## src/rtl/encoder_8to3_pending.sv

```systemverilog
// ---------------------------------------------------------------------------
// encoder_8to3_pending
//
// Sequential 8-to-3 request encoder. Request pulses are OR-ed into a sticky
// pending register. The index of the winning pending bit is presented as a
// 3-bit binary code under a valid/ready handshake. A bit is cleared from
// pending only when its index is accepted. This is the inverse of the 3-to-8
// one-hot decoder that usually sits downstream on the select input.
//
// Optional feature macro: ENCODER_ROUND_ROBIN_EN
//   undefined (default) : fixed priority, lowest set bit wins, no pointer.
//   defined             : round-robin, scan upward from last accepted + 1,
//                         wrapping 7 -> 0; pointer resets to 3'b111 so that
//                         bit 0 wins first after reset.
//
// Ports
//   clk      in   1  single clock, rising edge
//   rst_n    in   1  synchronous active-low reset
//   enable   in   1  1: capture req into pending; 0: ignore req (drain only)
//   req      in   8  request pulses, bit i requests index i, multi-hot ok
//   idx      out  3  granted index, meaningful while valid = 1
//   valid    out  1  idx holds an unaccepted grant
//   ready    in   1  consumer accepts idx when valid && ready at an edge
//   pending  out  8  sticky request register, includes the presented bit
//
// All outputs come straight from flops; req, enable and ready reach outputs
// only through registers.
// ---------------------------------------------------------------------------
module encoder_8to3_pending (
  input  logic       clk,
  input  logic       rst_n,
  input  logic       enable,
  input  logic [7:0] req,
  output logic [2:0] idx,
  output logic       valid,
  input  logic       ready,
  output logic [7:0] pending
);

  typedef enum logic [0:0] {
    ST_IDLE = 1'b0,
    ST_HOLD = 1'b1
  } state_t;

  state_t     state_q, state_d;
  logic [2:0] idx_q, idx_d;
  logic       valid_q, valid_d;
  logic [7:0] pending_q, pending_d;

  logic       hs_s;
  logic [7:0] clr_s;
  logic [7:0] avail_s;
  logic [2:0] win_idle_s;
  logic [2:0] win_hold_s;

`ifdef ENCODER_ROUND_ROBIN_EN
  logic [2:0] ptr_q, ptr_d;

  // First set bit of a, scanning upward from last + 1 and wrapping 7 -> 0.
  // k = 8 wraps back to last itself, so a lone bit at last is still found.
  function automatic logic [2:0] winner_rr(input logic [7:0] a,
                                           input logic [2:0] last);
    logic [2:0] w;
    logic [2:0] cand;
    logic       found;
    w     = 3'd0;
    found = 1'b0;
    for (int k = 1; k <= 8; k++) begin
      cand = last + k[2:0];
      if (!found && a[cand]) begin
        w     = cand;
        found = 1'b1;
      end else begin
        w     = w;
      end
    end
    return w;
  endfunction
`else
  // Lowest set bit of a; scanning downward lets the lowest bit overwrite.
  function automatic logic [2:0] winner_fixed(input logic [7:0] a);
    logic [2:0] w;
    w = 3'd0;
    for (int i = 7; i >= 0; i--) begin
      if (a[i]) begin
        w = i[2:0];
      end else begin
        w = w;
      end
    end
    return w;
  endfunction
`endif

  // Handshake, accepted-bit clear mask and the masked request vector.
  always_comb begin
    hs_s    = valid_q & ready;
    clr_s   = hs_s ? (8'd1 << idx_q) : 8'd0;
    avail_s = pending_q & ~clr_s;
    // A request landing on the index being accepted survives the clear.
    pending_d = avail_s | (enable ? req : 8'h00);
  end

  // Winner candidates: from IDLE the whole pending vector is eligible; on a
  // handshake the accepted bit is excluded and the scan restarts after it.
  always_comb begin
`ifdef ENCODER_ROUND_ROBIN_EN
    win_idle_s = winner_rr(pending_q, ptr_q);
    win_hold_s = winner_rr(avail_s, idx_q);
`else
    win_idle_s = winner_fixed(pending_q);
    win_hold_s = winner_fixed(avail_s);
`endif
  end

  // Grant FSM next-state and output-register next values.
  always_comb begin
    state_d = state_q;
    idx_d   = idx_q;
    valid_d = valid_q;
`ifdef ENCODER_ROUND_ROBIN_EN
    ptr_d   = ptr_q;
`endif
    case (state_q)
      ST_IDLE: begin
        if (pending_q != 8'h00) begin
          state_d = ST_HOLD;
          valid_d = 1'b1;
          idx_d   = win_idle_s;
        end else begin
          state_d = ST_IDLE;
          valid_d = 1'b0;
        end
      end
      ST_HOLD: begin
        if (hs_s) begin
`ifdef ENCODER_ROUND_ROBIN_EN
          ptr_d = idx_q;
`endif
          if (avail_s != 8'h00) begin
            // Back-to-back grant in the same edge as the acceptance.
            state_d = ST_HOLD;
            valid_d = 1'b1;
            idx_d   = win_hold_s;
          end else begin
            state_d = ST_IDLE;
            valid_d = 1'b0;
          end
        end else begin
          // Backpressure: idx and valid held stable.
          state_d = ST_HOLD;
          valid_d = 1'b1;
        end
      end
      default: begin
        state_d = ST_IDLE;
        valid_d = 1'b0;
        idx_d   = 3'd0;
      end
    endcase
  end

  // State and output registers with synchronous active-low reset.
  always_ff @(posedge clk) begin
    if (!rst_n) begin
      state_q   <= ST_IDLE;
      idx_q     <= 3'd0;
      valid_q   <= 1'b0;
      pending_q <= 8'h00;
`ifdef ENCODER_ROUND_ROBIN_EN
      ptr_q     <= 3'b111;
`endif
    end else begin
      state_q   <= state_d;
      idx_q     <= idx_d;
      valid_q   <= valid_d;
      pending_q <= pending_d;
`ifdef ENCODER_ROUND_ROBIN_EN
      ptr_q     <= ptr_d;
`endif
    end
  end

  assign idx     = idx_q;
  assign valid   = valid_q;
  assign pending = pending_q;

endmodule

```

## config.mk

```make
export PLATFORM = sky130hd
export DESIGN_NAME = encoder_8to3_pending
export DESIGN_NICKNAME = d
export VERILOG_FILES = /design/src/rtl/encoder_8to3_pending.sv
export SDC_FILE = /design/constraint.sdc
export NUM_CORES = 1
export LEC_CHECK = 0
export ABC_AREA = 1
export BUFFER_PORTS_ARGS = -buffer_cell sky130_fd_sc_hd__buf_2
export CORE_AREA = 2 2 39 41
export CTS_CLUSTER_SIZE = 40
export DETAILED_ROUTE_END_ITERATION = 6
export DIE_AREA = 0 0 41 43
export PLACE_DENSITY = 0.76
export SETUP_SLACK_MARGIN = 0.02
export SYNTH_ARGS = -nofsm -noshare
export SYNTH_HDL_FRONTEND = slang
export SYNTH_SLANG_ARGS = --single-unit
```

## constraint.sdc

```tcl
create_clock -name clk -period 2.2 [get_ports clk]
set_input_delay 0 -clock clk [delete_from_list [all_inputs] [get_ports clk]]
set_output_delay 0 -clock clk [all_outputs]
set_load 0.02 [all_outputs]
```

==> summary.txt <==
Outcome
  – Result of the run: completed

Worst setup path
  – Delay of the slowest cell on the worst path: 0.41 ns
  – FF-to-FF setup slack: 0.62 ns
  – Dominant cell type by count on the critical path: sky130_fd_sc_hd__nand2_1
  – Required time reported for the critical path endpoint: 2.38 ns
  – End of the worst register-to-register path: idx[0]$_SDFFE_PN0P_
  – Endpoint arrival time on the critical path: 1.76 ns
  – Path depth of the worst reg2reg path: 9
  – Critical path endpoint category: flip-flop
  – Worst setup path start: valid$_SDFF_PN0_
  – Startpoint types: flip-flop
  – Chain of cells forming the critical path: nand3_2 > o21ai_1 > nand2_1 > nor2_2 > nand2_1 > o21ai_2 > nand2_1 > nand2_1 > a21oi_2
  – Worst setup path endpoint: idx[0]$_SDFFE_PN0P_
  – Highest net fanout along the worst path: 6
  – Stages on the worst setup path: 9
  – Worst setup path category: reg -> reg
  – Worst-path cell with the longest stage delay: sky130_fd_sc_hd__dfxtp_1
  – Worst R2R Start: valid$_SDFF_PN0_
  – Number of buffer and inverter instances along the worst setup path: 0
  – Cell family with the largest share of critical-path delay: simple AND/OR/NAND/NOR gates

Synth
  – Avg Synthesized Cell Area: 6.493 µm²
  – Main synth FF type: sky130_fd_sc_hd__dfxtp_1
  – Async set-or-reset flop fraction in the synthesized netlist: 0
  – Synth area leader: sky130_fd_sc_hd__dfxtp_1
  – Area share of the largest cell type after synthesis: 0.3895
  – Net count after synthesis: 107
  – Total of flip-flops plus latches after synthesis: 12
  – Top cells by area, synth: sky130_fd_sc_hd__dfxtp_1 39%, sky130_fd_sc_hd__nand2_1 18%, sky130_fd_sc_hd__a21oi_1 8.9%
  – Yosys warning total: 0
  – Proportion of synthesized chip area in sequential cells: 0.3895
  – Distinct cell type count of the synthesized netlist: 14
  – Count leader, synth: sky130_fd_sc_hd__nand2_1
  – Top cells by count, synth: 30 x sky130_fd_sc_hd__nand2_1, 12 x sky130_fd_sc_hd__dfxtp_1, 12 x sky130_fd_sc_hd__nor2_1
  – Synthesized cell area: 616.8 µm²
  – Count of flip-flops with a built-in enable after synthesis: 0
  – Mapped Cells: 95

STA
  – Slew of the pin with the lowest slew margin: 0.3067 ns
  – Max Clock Skew: 0.002163 ns
  – Fin. max-slew vios: 0
  – Final setup fails: 0
  – Post-route minimum period: 1.582 ns
  – Fin. Hold Viols: 0
  – Final Hold Slack: 0.03046 ns
  – Unrepaired setup endpoints after global routing: false
  – Post-route fraction of the period consumed by the critical path: 0.7190
  – Setup TNS Final: 0 ns
  – Worst setup slack after layout: 0.6182 ns
  – Relative slew slack: 0.7942
  – Achievable clock frequency: 632.2 MHz

Power
  – Clock network fraction of total power: 0.289
  – Internal power consumption: 0.0004098 W
  – Logic pwr share: 0.298
  – P per Cell Area: 709.9 nW/µm²
  – Leakage Power: 0.4592 nW
  – Proportion of total power due to net switching: 0.3400
  – Power share of the sequential group: 0.412
  – VDD IR max: 0.4089 mV
  – Net Sw Power: 0.0002111 W
  – Total power consumption of the routed design: 0.0006209 W

GRT
  – Tot GR Track Use: 0.2246
  – Via count of the first global-routing pass: 707
  – Wire length of the first global-routing pass: 2677 µm
  – Largest net degree at the start of global routing: 9
  – Antenna violations before repair: 0
  – Remaining global-route overflow: 0

Place
  – Final GP Congestion: 0.8969
  – Setup WS pre-CTS: 0.6555 ns
  – # port buffers: 23
  – Placed Cells: 133
  – Half-perimeter wire length after placement: 1151 µm

Route
  – Final routed wirelength across all metal layers: 1568 µm
  – Count of TritonRoute iterations in the first routing pass: 4
  – Number of design-rule violations left by the first detailed-router iteration: 9
  – Antenna Nets Post-Route: 0
  – Number of vias per cell after detailed routing: 4.774
  – Remaining design rule violation count: 0
  – Via count: 697
  – Avg WL per Cell: 10.74 µm

Clock network
  – Worst-skew pair later-pin latency: 0.28 ns
  – Clock tree from TritonCTS: done
  – Maximum buffer depth of the clock tree: 2
  – Total setup buffers inserted after CTS: 0
  – Clock net sink count: 12
  – Clock slew at the register clock pins of the worst setup and hold paths: 0.08 ns
  – Total CTS buffers: 3
  – CTS root buffer: sky130_fd_sc_hd__clkbuf_4
  – CTS H-tree lvls: 1

Cells and area
  – Layout overhead on the synthesized area: 41.78%
  – Fraction of layout instances using a drive strength above 1: 0.2692
  – Inserted Diodes: 0
  – Final net count: 143
  – Non-filler instance count after layout: 146

Floorplan
  – Width of the die: 41 µm
  – Die height: 43 µm
  – Ports placed on the boundary: 24
  – Initial standard-cell utilization of the core: 0.4458
  – Core Footprint: 1384 µm²
  – Die outline area: 1763 µm²
  – Number of placement rows: 14

Worst hold path
  – Type of the most critical hold path: in -> reg

Run
  – Max cap viols: 0
## flip-flops by register name (all words and copies together) (netlist names)
signal	count
idx	3
valid	1
pending	8
## cells by family (layout without fill, tap and decap cells)
logic type / after synthesis / count (layout) / synth area share
and+or+nand+nor: 48 / 48 / 0.3266
buffers and inverters: 11 / 46 / 0.06694
AOI/OAI and AO/OA: 24 / 24 / 0.2170
DFF: 12 / 12 / 0.3895
## stage by stage
stage / area, µm² / util
after floorplan: 616.8 / -
after global placement: 748.2 / 0.5407
after detailed placement: 748.2 / 0.5407
after CTS: 874.6 / 0.6320
after global routing: 874.6 / 0.6320
final: 874.6 / 0.6320
## power by group through the flow
stage          registers (W)  logic (W)  clock network, W
6_report            0.000256   0.000185          0.000180
5_1_grt             0.000260   0.000208          0.000191
4_1_cts             0.000256   0.000185          0.000185
3_5_place_dp        0.000261   0.000171                 0
3_3_place_gp        0.000260   0.000171                 0
2_1_floorplan       0.000285  0.0000957                 0
## worst reg2reg max path, stage by stage (launching register included)
cell and delay, ns:
sky130_fd_sc_hd__dfxtp_1 0.41, sky130_fd_sc_hd__nand3_2 0.15, sky130_fd_sc_hd__o21ai_1 0.24, sky130_fd_sc_hd__nand2_1 0.11, sky130_fd_sc_hd__nor2_2 0.12, sky130_fd_sc_hd__nand2_1 0.10
sky130_fd_sc_hd__o21ai_2 0.13, sky130_fd_sc_hd__nand2_1 0.08, sky130_fd_sc_hd__nand2_1 0.09, sky130_fd_sc_hd__a21oi_2 0.04
## metal layers
layer | vias up | global-route usage | part of all wire
met5 | - | 0 | 0
met1 | 300 | 0.2662 | 0.45
li1 | 372 | - | -
met3 | 5 | 0.03665 | 0.053
met4 | 0 | 0.1733 | 0.033
met2 | 20 | 0.3375 | 0.46
## worst min path at each step
stage	from	depth (start not counted)	endpoint	slack [ns]
after floorplan	rst_n	2	valid$_SDFF_PN0_	0.11
after CTS	enable	3	pending[5]$_SDFF_PN0_	0.02
after global placement	req[5]	3	pending[5]$_SDFF_PN0_	0.26
after global routing	enable	3	pending[6]$_SDFF_PN0_	0.04
after detailed placement	req[5]	3	pending[5]$_SDFF_PN0_	0.26
final	enable	3	pending[5]$_SDFF_PN0_	0.03
## cell type report
class	count	area (µm²)
Sequential cell	12	240.2
Clock buffer	4	36.28
Tap cell	16	20.02
Fill cell	131	509.2
Timing Repair Buffer	32	205.2
Multi-Input combinational cell	72	335.3
Inverter	10	37.54
## cell usage in the layout (no fill, tap or decap)
master,synthesis,routed
sky130_fd_sc_hd__nor3_1,1,1
sky130_fd_sc_hd__a21oi_1,11,11
sky130_fd_sc_hd__clkbuf_8,0,1
sky130_fd_sc_hd__nor2_1,12,12
sky130_fd_sc_hd__o21bai_1,1,1
sky130_fd_sc_hd__o21ai_1,9,9
sky130_fd_sc_hd__o21ai_2,2,2
sky130_fd_sc_hd__buf_2,0,23
sky130_fd_sc_hd__dlygate4sd3_1,0,9
sky130_fd_sc_hd__a21oi_2,1,1
sky130_fd_sc_hd__clkbuf_4,0,3
sky130_fd_sc_hd__or2_2,1,1
sky130_fd_sc_hd__inv_1,10,10
sky130_fd_sc_hd__nand3_2,2,2
sky130_fd_sc_hd__nand2_1,30,30
sky130_fd_sc_hd__dfxtp_1,12,12
sky130_fd_sc_hd__nor2_2,2,2
## timing repair
item	in CTS	in global routing
gates resized for setup	0	0
hold endpoints to repair	12	0
hold buffers	9	0
(Power assumes the default switching activity.)
